`src/rtl/dcache_wb_buffer_pkg.sv`:
```
// Shared types for the Dcache write-back (victim) buffer.
// Provides the memory bus command encoding, the cache address layout,
// the buffer entry record and the drain FSM state type.
package dcache_wb_buffer_pkg;

  // Default number of buffered victim lines (power of two, >= 2).
  localparam int WB_DEPTH_DEFAULT = 4;

  typedef enum logic [1:0] {
    BUS_NONE  = 2'd0,
    BUS_LOAD  = 2'd1,
    BUS_STORE = 2'd2
  } BUS_COMMAND;

  // 64-bit cache address view: 8-byte lines, 8 sets. Only tag+set_index
  // identify a line; the ignore field is always zero for victims.
  typedef struct packed {
    logic [31:0] ignore;
    logic [25:0] tag;
    logic [2:0]  set_index;
    logic [2:0]  block_offset;
  } SASS_ADDR;

  typedef struct packed {
    logic        valid;
    SASS_ADDR    addr;
    logic [63:0] data;
  } WB_ENTRY_t;

  typedef enum logic {
    WB_IDLE = 1'b0,
    WB_REQ  = 1'b1
  } WB_STATE_t;

endpackage

```
`src/rtl/dcache_wb_buffer_if.sv`:
```
// Memory-arbiter side of the write-back buffer.
//   mem_grant          arbiter gives the bus to the buffer this cycle
//   mem2proc_response  memory tag, nonzero = store accepted
//   proc2mem_command   BUS_STORE while requesting and granted
//   proc2mem_addr/data head entry being drained
// master = write-back buffer, slave = arbiter/memory.
interface dcache_wb_buffer_if;
  import dcache_wb_buffer_pkg::*;

  logic        mem_grant;
  logic [3:0]  mem2proc_response;
  BUS_COMMAND  proc2mem_command;
  logic [63:0] proc2mem_addr;
  logic [63:0] proc2mem_data;

  modport master (
    input  mem_grant, mem2proc_response,
    output proc2mem_command, proc2mem_addr, proc2mem_data
  );

  modport slave (
    output mem_grant, mem2proc_response,
    input  proc2mem_command, proc2mem_addr, proc2mem_data
  );
endinterface

```
`src/rtl/dcache_wb_buffer_wb_addr_cam.sv`:
```
// Address CAM over the write-back buffer entries.
//   entries       buffered lines (valid/addr/data)
//   rd_addr       lookup address, compared on tag+set_index
//   tail          next allocation slot; tail-1 is the youngest entry
//   match         per-entry hit vector
//   youngest_idx  index of the matching entry closest to tail
//   hit           any entry matched
module dcache_wb_buffer_wb_addr_cam
  import dcache_wb_buffer_pkg::*;
#(
  parameter int WB_DEPTH = WB_DEPTH_DEFAULT,
  parameter int WB_IDX_W = $clog2(WB_DEPTH)
) (
  input  WB_ENTRY_t           entries [WB_DEPTH],
  input  SASS_ADDR            rd_addr,
  input  logic [WB_IDX_W-1:0] tail,
  output logic [WB_DEPTH-1:0] match,
  output logic [WB_IDX_W-1:0] youngest_idx,
  output logic                hit
);

  logic [WB_DEPTH-1:0] unused_entry_bits;
  logic                unused_rd_bits;
  logic [WB_IDX_W-1:0] idx;

  genvar gi;
  generate
    for (gi = 0; gi < WB_DEPTH; gi++) begin : g_match
      assign match[gi] = entries[gi].valid &&
                         (entries[gi].addr.tag == rd_addr.tag) &&
                         (entries[gi].addr.set_index == rd_addr.set_index);
      assign unused_entry_bits[gi] = ^{entries[gi].data, entries[gi].addr.ignore,
                                       entries[gi].addr.block_offset};
    end
  endgenerate

  assign unused_rd_bits = ^{rd_addr.ignore, rd_addr.block_offset};
  assign hit = |match;

  // Walk from oldest (tail-DEPTH, which is tail itself) to youngest
  // (tail-1); the last hit seen wins, so the youngest match is chosen.
  always_comb begin
    youngest_idx = '0;
    idx          = '0;
    for (int k = WB_DEPTH; k >= 1; k--) begin
      idx = tail - WB_IDX_W'(k);
      if (match[idx]) youngest_idx = idx;
    end
  end

endmodule

```
`src/rtl/dcache_wb_buffer.sv`:
```
// Write-back (victim) buffer between Dcache evictions and memory.
// Dirty victims are queued FIFO and drained one at a time as BUS_STORE
// requests; loads can hit buffered lines so a just-evicted line is not lost.
//   clock, reset        clock and synchronous active-high reset
//   evict_en/evicted_*  victim line offered by a Dcache fill
//   rd_addr/rd_hit/rd_data  combinational load-path lookup
//   mem                 arbiter/memory bus (master modport)
//   wb_full/wb_empty    decoded from the registered occupancy count
module dcache_wb_buffer
  import dcache_wb_buffer_pkg::*;
#(
  parameter int WB_DEPTH = WB_DEPTH_DEFAULT,
  parameter int WB_IDX_W = $clog2(WB_DEPTH)
) (
  input  logic                      clock,
  input  logic                      reset,
  input  logic                      evict_en,
  input  logic                      evicted_valid_in,
  input  logic                      evicted_dirty_in,
  input  SASS_ADDR                  evicted_addr_in,
  input  logic [63:0]               evicted_data_in,
  input  SASS_ADDR                  rd_addr,
  output logic                      rd_hit,
  output logic [63:0]               rd_data,
  dcache_wb_buffer_if.master        mem,
  output logic                      wb_full,
  output logic                      wb_empty
);

  WB_ENTRY_t           entries_reg [WB_DEPTH];
  WB_ENTRY_t           coal_view   [WB_DEPTH];
  logic [WB_IDX_W-1:0] head_reg, tail_reg;
  logic [WB_IDX_W:0]   count_reg, count_next;
  WB_STATE_t           state_reg, state_next;

  logic                push, alloc, coalesce, accept;
  logic [WB_DEPTH-1:0] unused_rd_match, unused_coal_match;
  logic [WB_IDX_W-1:0] rd_idx, coal_idx;
  logic                coal_hit;

  assign push     = evict_en & evicted_valid_in & evicted_dirty_in;
  assign wb_full  = (count_reg == (WB_IDX_W+1)'(WB_DEPTH));
  assign wb_empty = (count_reg == '0);
  assign accept   = (state_reg == WB_REQ) && mem.mem_grant &&
                    (mem.mem2proc_response != 4'd0);

  // The head is being offered to memory while in WB_REQ, so it is hidden
  // from coalescing; a matching victim then gets a fresh slot instead.
  genvar gi;
  generate
    for (gi = 0; gi < WB_DEPTH; gi++) begin : g_coal_view
      assign coal_view[gi] = '{
        valid: entries_reg[gi].valid &&
               !((state_reg == WB_REQ) && (head_reg == WB_IDX_W'(gi))),
        addr:  entries_reg[gi].addr,
        data:  entries_reg[gi].data
      };
    end
  endgenerate

  dcache_wb_buffer_wb_addr_cam #(.WB_DEPTH(WB_DEPTH), .WB_IDX_W(WB_IDX_W)) u_rd_cam (
    .entries      (entries_reg),
    .rd_addr      (rd_addr),
    .tail         (tail_reg),
    .match        (unused_rd_match),
    .youngest_idx (rd_idx),
    .hit          (rd_hit)
  );

  dcache_wb_buffer_wb_addr_cam #(.WB_DEPTH(WB_DEPTH), .WB_IDX_W(WB_IDX_W)) u_coal_cam (
    .entries      (coal_view),
    .rd_addr      (evicted_addr_in),
    .tail         (tail_reg),
    .match        (unused_coal_match),
    .youngest_idx (coal_idx),
    .hit          (coal_hit)
  );

  // A push while full is dropped outright, including any coalesce.
  assign coalesce = push && !wb_full && coal_hit;
  assign alloc    = push && !wb_full && !coal_hit;

  always_comb begin
    count_next = count_reg;
    if (alloc && !accept)      count_next = count_reg + (WB_IDX_W+1)'(1);
    else if (!alloc && accept) count_next = count_reg - (WB_IDX_W+1)'(1);
  end

  assign state_next = (count_next != '0) ? WB_REQ : WB_IDLE;

  assign rd_data              = rd_hit ? entries_reg[rd_idx].data : 64'd0;
  assign mem.proc2mem_command = ((state_reg == WB_REQ) && mem.mem_grant) ? BUS_STORE : BUS_NONE;
  assign mem.proc2mem_addr    = (state_reg == WB_REQ) ? entries_reg[head_reg].addr : 64'd0;
  assign mem.proc2mem_data    = (state_reg == WB_REQ) ? entries_reg[head_reg].data : 64'd0;

  always_ff @(posedge clock) begin
    if (reset) begin
      for (int i = 0; i < WB_DEPTH; i++) entries_reg[i] <= '0;
      head_reg  <= '0;
      tail_reg  <= '0;
      count_reg <= '0;
      state_reg <= WB_IDLE;
    end else begin
      assert (!(push && wb_full))
        else $warning("dcache_wb_buffer: victim pushed while full was dropped");
      state_reg <= state_next;
      count_reg <= count_next;
      if (accept) begin
        entries_reg[head_reg].valid <= 1'b0;
        head_reg <= head_reg + WB_IDX_W'(1);
      end
      if (alloc) begin
        entries_reg[tail_reg] <= '{valid: 1'b1, addr: evicted_addr_in, data: evicted_data_in};
        tail_reg <= tail_reg + WB_IDX_W'(1);
      end
      if (coalesce) entries_reg[coal_idx].data <= evicted_data_in;
    end
  end

endmodule

```
`src/flat_wrapper.sv`:
```
// flat-port wrapper written by rule: the top's interface ports become plain ports
module dcache_wb_buffer_flat import dcache_wb_buffer_pkg::*;
#(
  parameter int WB_DEPTH = WB_DEPTH_DEFAULT,
  parameter int WB_IDX_W = $clog2(WB_DEPTH)
)
  (clock, reset, evict_en, evicted_valid_in, evicted_dirty_in, evicted_addr_in, evicted_data_in, rd_addr, rd_hit, rd_data, wb_full, wb_empty, mem_mem_grant, mem_mem2proc_response, mem_proc2mem_command, mem_proc2mem_addr, mem_proc2mem_data);
  dcache_wb_buffer_if mem_i ();
  input  logic clock;
  input  logic reset;
  input  logic evict_en;
  input  logic evicted_valid_in;
  input  logic evicted_dirty_in;
  input  SASS_ADDR evicted_addr_in;
  input  logic [63:0] evicted_data_in;
  input  SASS_ADDR rd_addr;
  output logic rd_hit;
  output logic [63:0] rd_data;
  output logic wb_full;
  output logic wb_empty;
  input wire logic [$bits(mem_i.mem_grant)-1:0] mem_mem_grant;
  input wire logic [$bits(mem_i.mem2proc_response)-1:0] mem_mem2proc_response;
  output wire logic [$bits(mem_i.proc2mem_command)-1:0] mem_proc2mem_command;
  output wire logic [$bits(mem_i.proc2mem_addr)-1:0] mem_proc2mem_addr;
  output wire logic [$bits(mem_i.proc2mem_data)-1:0] mem_proc2mem_data;
  assign mem_i.mem_grant = mem_mem_grant;
  assign mem_i.mem2proc_response = mem_mem2proc_response;
  assign mem_proc2mem_command = mem_i.proc2mem_command;
  assign mem_proc2mem_addr = mem_i.proc2mem_addr;
  assign mem_proc2mem_data = mem_i.proc2mem_data;
  dcache_wb_buffer #(.WB_DEPTH(WB_DEPTH), .WB_IDX_W(WB_IDX_W)) u_core (.clock(clock), .reset(reset), .evict_en(evict_en), .evicted_valid_in(evicted_valid_in), .evicted_dirty_in(evicted_dirty_in), .evicted_addr_in(evicted_addr_in), .evicted_data_in(evicted_data_in), .rd_addr(rd_addr), .rd_hit(rd_hit), .rd_data(rd_data), .mem(mem_i), .wb_full(wb_full), .wb_empty(wb_empty));
endmodule
```
`config.mk`:
```
export PLATFORM = sky130hd
export DESIGN_NAME = dcache_wb_buffer_flat
export DESIGN_NICKNAME = d
export VERILOG_FILES = /design/src/rtl/dcache_wb_buffer_pkg.sv /design/src/rtl/dcache_wb_buffer_if.sv /design/src/rtl/dcache_wb_buffer_wb_addr_cam.sv /design/src/rtl/dcache_wb_buffer.sv /design/src/flat_wrapper.sv
export SDC_FILE = /design/constraint.sdc
export NUM_CORES = 2
export LEC_CHECK = 0
export CORE_MARGIN = 8
export CORE_UTILIZATION = 51
export DETAILED_ROUTE_END_ITERATION = 8
export HOLD_SLACK_MARGIN = 0.15
export PLACE_DENSITY = 0.76
export SLEW_MARGIN = 25
export SYNTH_ARGS = -nofsm -noshare
export SYNTH_HDL_FRONTEND = slang
export SYNTH_HIERARCHICAL = 1
export SYNTH_SLANG_ARGS = --single-unit
```
`constraint.sdc`:
```
create_clock -name clock -period 4.25 [get_ports clock]
set_input_delay 0.425 -clock clock [delete_from_list [all_inputs] [get_ports clock]]
set_output_delay 0.425 -clock clock [all_outputs]
set_load 0.1 [all_outputs]
```
== Word level (Yosys, flattened, before mapping) ==
Index checks and enable logic that the tools add are counted.

* $add $sub $neg: 7
* Order comparisons: 11
* Equality and inequality tests: 20
* Multiplexer cells: 51
* Bitwise gates (word level): 6
* Reduce and logical (&&, ||, !) cells: 48

{| class="wikitable"
|+ Operators with widths
! operator !! count
|-
| $mux W516 || 5
|-
| $bwmux W516 || 3
|-
| $demux W129 S2 || 3
|-
| $bmux W129 S2 || 2
|-
| $mux W64 || 6
|-
| $mux W129 || 2
|-
| $mux W128 || 2
|-
| $eq A26 B26 Y1 || 8
|-
| $logic_and A1 B1 Y1 || 34
|-
| $eq A3 B3 Y1 || 8
|-
| $mux W2 || 9
|-
| $bmux W1 S2 || 8
|-
| $ge A3 B3 Y1 const B || 4
|-
| $lt A2 B3 Y1 const B || 4
|-
| $not A2 Y3 || 4
|-
| $lt A3 B1 Y1 const B || 3
|-
| $mux W1 || 9
|-
| $logic_not A1 Y1 || 8
|-
| $reduce_or A4 Y1 || 2
|-
| $mux W3 || 2
|-
| $add A2 B1 Y2 const B || 2
|-
| $eq A2 B2 Y1 const B || 2
|-
| $reduce_bool A4 Y1 || 1
|-
| $sub A2 B2 Y2 const B || 2
|-
| other kinds (9) || 10
|}

* Register bits after elaboration: 524
* Bits of input ports: 202
* Output and inout bits: 197

== Longest topological paths before layout ==
* Depth in word-level cells: 19
* Depth in mapped cells: 19
* Mapped depth without buffers: 12

== Cells and area by module ==
Netlist, hierarchy kept.

{| class="wikitable"
|+ Modules (own cells, without submodules)
! module !! instances !! cells an instance !! area an instance (um^2) !! seq. area each (um^2)
|-
| dcache_wb_buffer || 1 || 2768 || 24245.8 || 10490.1
|-
| dcache_wb_buffer_wb_addr_cam || 2 || 167 || 1402.6 || 0.0
|}

== Least setup slack after synthesis ==
Ideal clock, no wire load.

* Kind: in2out
* From: in rd_addr[26] in the netlist's numbering
* To: out rd_data[10]
* Arrival: 3263 ps
* Setup slack: 562 ps
* Stages: 9
* Buffers on the path: 2
* Path through: xor2_1 > nor4_1 > nand3_1 > nor4_4 > nor2_1 > nand2_1 > buf_1 > clkbuf_1 > and2_1

{| class="wikitable"
|+ RTL lines
! item !! RTL line !! RTL
|-
| from (decl) || flat_wrapper.sv:16 || <nowiki>input SASS_ADDR rd_addr;</nowiki>
|-
| $eq A26 B26 Y1 || dcache_wb_buffer_wb_addr_cam.sv:30 || <nowiki>(entries[gi].addr.tag == rd_addr.tag) &&</nowiki>
|-
| $logic_and A1 B1 Y1 || dcache_wb_buffer_wb_addr_cam.sv:29 || <nowiki>assign match[gi] = entries[gi].valid &&</nowiki>
|-
| $logic_and A1 B1 Y1 || dcache_wb_buffer_wb_addr_cam.sv:30 ||
|-
| net u_core.unused_rd_match[0] || dcache_wb_buffer.sv:37 || <nowiki>logic [WB_DEPTH-1:0] unused_rd_match, unused_coal_match;</nowiki>
|-
| $reduce_or A4 Y1 || dcache_wb_buffer_wb_addr_cam.sv:38 || <nowiki>assign hit = |match;</nowiki>
|-
| net rd_hit || flat_wrapper.sv:17 || <nowiki>output logic rd_hit;</nowiki>
|-
| $mux W64 || dcache_wb_buffer.sv:91 || <nowiki>assign rd_data = rd_hit ? entries_reg[rd_idx].data : 64'd0;</nowiki>
|-
| to (decl) || flat_wrapper.sv:18 || <nowiki>output logic [63:0] rd_data;</nowiki>
|}

The timed path passes the listed nets, and every way through them passes these cells. The select of a mux whose other input is x is not followed.

==> impl_metrics.csv <==
group,metric,value,unit
worst_setup_path,cp_max_fo,8,
run,drv_cap,0,
routing,via_per_inst,5.82,
power,power,12.3,mW
synthesis,yosysSeqAreaShare,0.388,
cts,h-tree-depth,2,
floorplanning,die_x,246,um
synthesis,syn-num-nets,3315,
cts,clk_path_buf_depth,3,
power,leakage,12.5,nW
global_route,grt-ovfl-total,0,
sta,fin_crit,4.32,ns
global_route,grt_usage,0.285,
global_route,grt_max_degree,132,
place,post-dp-hpwl,58.6,mm
status,violations,"negative setup slack",
cts,ctsHoldBuffers,0,
synthesis,synthAdderAreaFrac,0.00546,
place,placed_cells,4075,
worst_setup_path,crit_required,3.83,ns
cells_and_area,stdcell_count,4228,
synthesis,yosys.area.top_type,"dfxtp_1",
sta,worst_pin_slew,1.03,ns
worst_setup_path,reg2regPathDepth,14,
routing,drtIter0Drc,2480,
synthesis,synth.area.mux_share,0.161,
synthesis,synth-main-ff-cell,"dfxtp_1",
min_path,holdPathStages,2,
synthesis,synth_top_area_share,0.388,
worst_setup_path,end_kind,"output pin",
cells_and_area,drive_gt1_frac,0.224,
cells_and_area,area_delta_synth_final,29.8,%
routing,routedWlPerCell,21.5,um
synthesis,ys_top_cells_by_area,"dfxtp_1 (39%), mux4_2 (16%), nand2_1 (14%), a21oi_1 (9.6%), xor2_1 (5.2%)",
sta,max_freq,231,MHz
global_route,grt_pass1_wl,138,mm
place,io_buffers,362,
cells_and_area,nets,3695,
synthesis,synth.cell_area,0.0271,sq mm
cts,clock-sinks,524,
cells_and_area,stdcell_area,0.0351,sq mm
sta,clock_skew,0.0374,ns
worst_setup_path,start_kind,"flop",
sta,setup_viol,37,
floorplanning,die_h,246,um
sta,min_period_over_period,1.02,
sta,worst_hold_slack,0.364,ns
worst_setup_path,critPathMaxStageDelay,0.52,ns
place,postPlaceCellArea,0.0325,sq mm
floorplanning,io_pins,399,
synthesis,synth_top_family_by_area,"simple AND/OR/NAND/NOR gates",
floorplanning,dieArea,0.0607,sq mm
synthesis,synth_xor_area_frac,0.0767,
sta,setup_slack,-0.0703,ns
power,power_density,350,mW/mm^2
sta,slew_headroom,0.313,
worst_setup_path,arrival,3.90,ns
synthesis,async_flop_share,0,
global_route,antenna_found_initial,13,
cts,clkSlewWorstSetupHoldPaths,0.06,ns
synthesis,ys_ff_latch,524,
routing,drtPass1Iterations,8,
floorplanning,start_util,0.515,
sta,rsz0062_at_grt,"true",
synthesis,synth_cells,3102,
worst_setup_path,critPathKind,"flop to output pin",
floorplanning,core-area,0.0526,sq mm
synthesis,syn_avg_cell_area,8.72,sq um
cts,clk_latency,0.62,ns
routing,drc,0,
cts,cts_tree,"built",
synthesis,synth_simple_gate_area_frac,0.223,
synthesis,synthTopCellsByCount,"nand2_1 (1035), dfxtp_1 (524), a21oi_1 (518)",
cells_and_area,fillers,4052,
worst_setup_path,crit_chain,"xor2_2, nor4_2, buf_4, nand4_1, nor4_2, buf_4, buf_4, or3b_4, o2111a_4, buf_12, buf_12, mux4_2, and2_4, buf_12",
sta,slew_violations,0,
cts,cts_inserted_buffers,54,
synthesis,yosysMostFrequentCell,"nand2_1",
worst_setup_path,cp_slowest_cell,"mux4_2",
status,status,"finished, violations left",
routing,antenna_left,0,
power,ir_worst_vdd,0.308,mV
place,gp_congestion,1.01,
routing,vias,24600,
min_path,hold_path.class,"primary input to flop",
cts,clockRootBuffer,"clkbuf_16",
synthesis,synth-compound-area-share,0.103,
synthesis,synth_cell_types,48,
floorplanning,fp-row-count,84,
global_route,grt_pass1_vias,23900,
synthesis,yosysWarnings,6,
sta,hold_violations,0,
routing,wl,90.9,mm
synthesis,synth_edf_count,0,
-- where the power goes --
part	leakage, nW	switching, mW	total (mW)	internal [mW]
combinational	7.31	1.47	2.24	0.772
sequential	4.24	0.133	5.14	5.00
clock	0.908	2.05	4.90	2.85
-- repair_timing --
item	in CTS	in global routing
setup endpoints to repair	46	64
buffers inserted	16	19
resized for setup	116	20
gates cloned	2	4
pin swaps	19	12
-- routing by layer --
layer	global-route usage	part of all wire
met3	0.0561	0.095
met2	0.460	0.48
met1	0.365	0.38
met4	0.134	0.046
met5	0	0
-- worst paths after layout --
kind	startpoint	endpoint	slack [ns]
worst max-delay path	flop	rd_data[62]	-0.07
worst max register to register	flop	u_core/coal_view[430]$_SDFF_PP0_	0.83
worst min-delay path	reset	u_core/coal_view[319]$_SDFF_PP0_	0.36
worst min register to register	flop	flop	0.45
-- cell usage in the layout, fill, tap and decap left out, types with 4 or more instances in the layout --
master           count
a21boi_0             4
a21oi_1            518
and2_1             129
and2_4              67
buf_12             104
buf_4              244
buf_6               14
buf_8                5
bufinv_16            4
clkbuf_1            12
clkbuf_16           58
clkbuf_8            15
clkdlybuf4s50_1    167
clkinv_2            10
dfxtp_1            508
dfxtp_2             10
dfxtp_4              6
diode_2             15
dlygate4sd2_1       11
ha_1                11
inv_1                9
mux4_2             192
nand2_1           1033
nand2_2              6
nand3_1             10
nand3b_1             4
nand4_1             20
nor2_1              12
nor4_1              30
nor4_2              14
nor4_4               5
xnor2_1             75
xor2_1             159
-- stage by stage --
step / utilization / setup WS, ns / setup TNS, ns
2_1_floorplan: - / 0.562 / 0
4_1_cts: 0.661 / -0.111 / -3.26
3_3_place_gp: 0.618 / -0.0385 / -0.187
6_report: 0.668 / -0.0703 / -0.963
3_5_place_dp: 0.618 / -0.0922 / -1.40
5_1_grt: 0.668 / -0.150 / -6.21
-- final cells by class --
class / instances / area [sq um] / area share
antenna: 15 / 37.5 / 0.00107
clock buffer: 81 / 1600 / 0.0457
clock inverter: 18 / 226 / 0.00645
inverter: 9 / 33.8 / 0.000962
multi-input combinational: 2340 / 15700 / 0.448
sequential: 524 / 10500 / 0.300
tap: 688 / 861 / 0.0245
timing repair buffer: 553 / 6090 / 0.174
-- cells by family after synthesis --
group	after synthesis
buffers and inverters	239
DFF	524
AOI/OAI and AO/OA	541
and+or+nand+nor	1354
other	1
xor gates and xnor gates	236
muxes	195
adders and majority gates	12
-- critical path, delay by kind of cell, from the launching register on --
| family | cells | cell delay, ns |
|---|---|---|
| AO/OA/AOI/OAI | 1 | 0.21 |
| XOR/XNOR | 1 | 0.14 |
| buffers and inverters | 6 | 0.91 |
| flip-flops | 1 | 0.35 |
| multiplexers | 1 | 0.52 |
| AND/OR/NAND/NOR | 5 | 1.10 |
(Power assumes the default switching activity.)
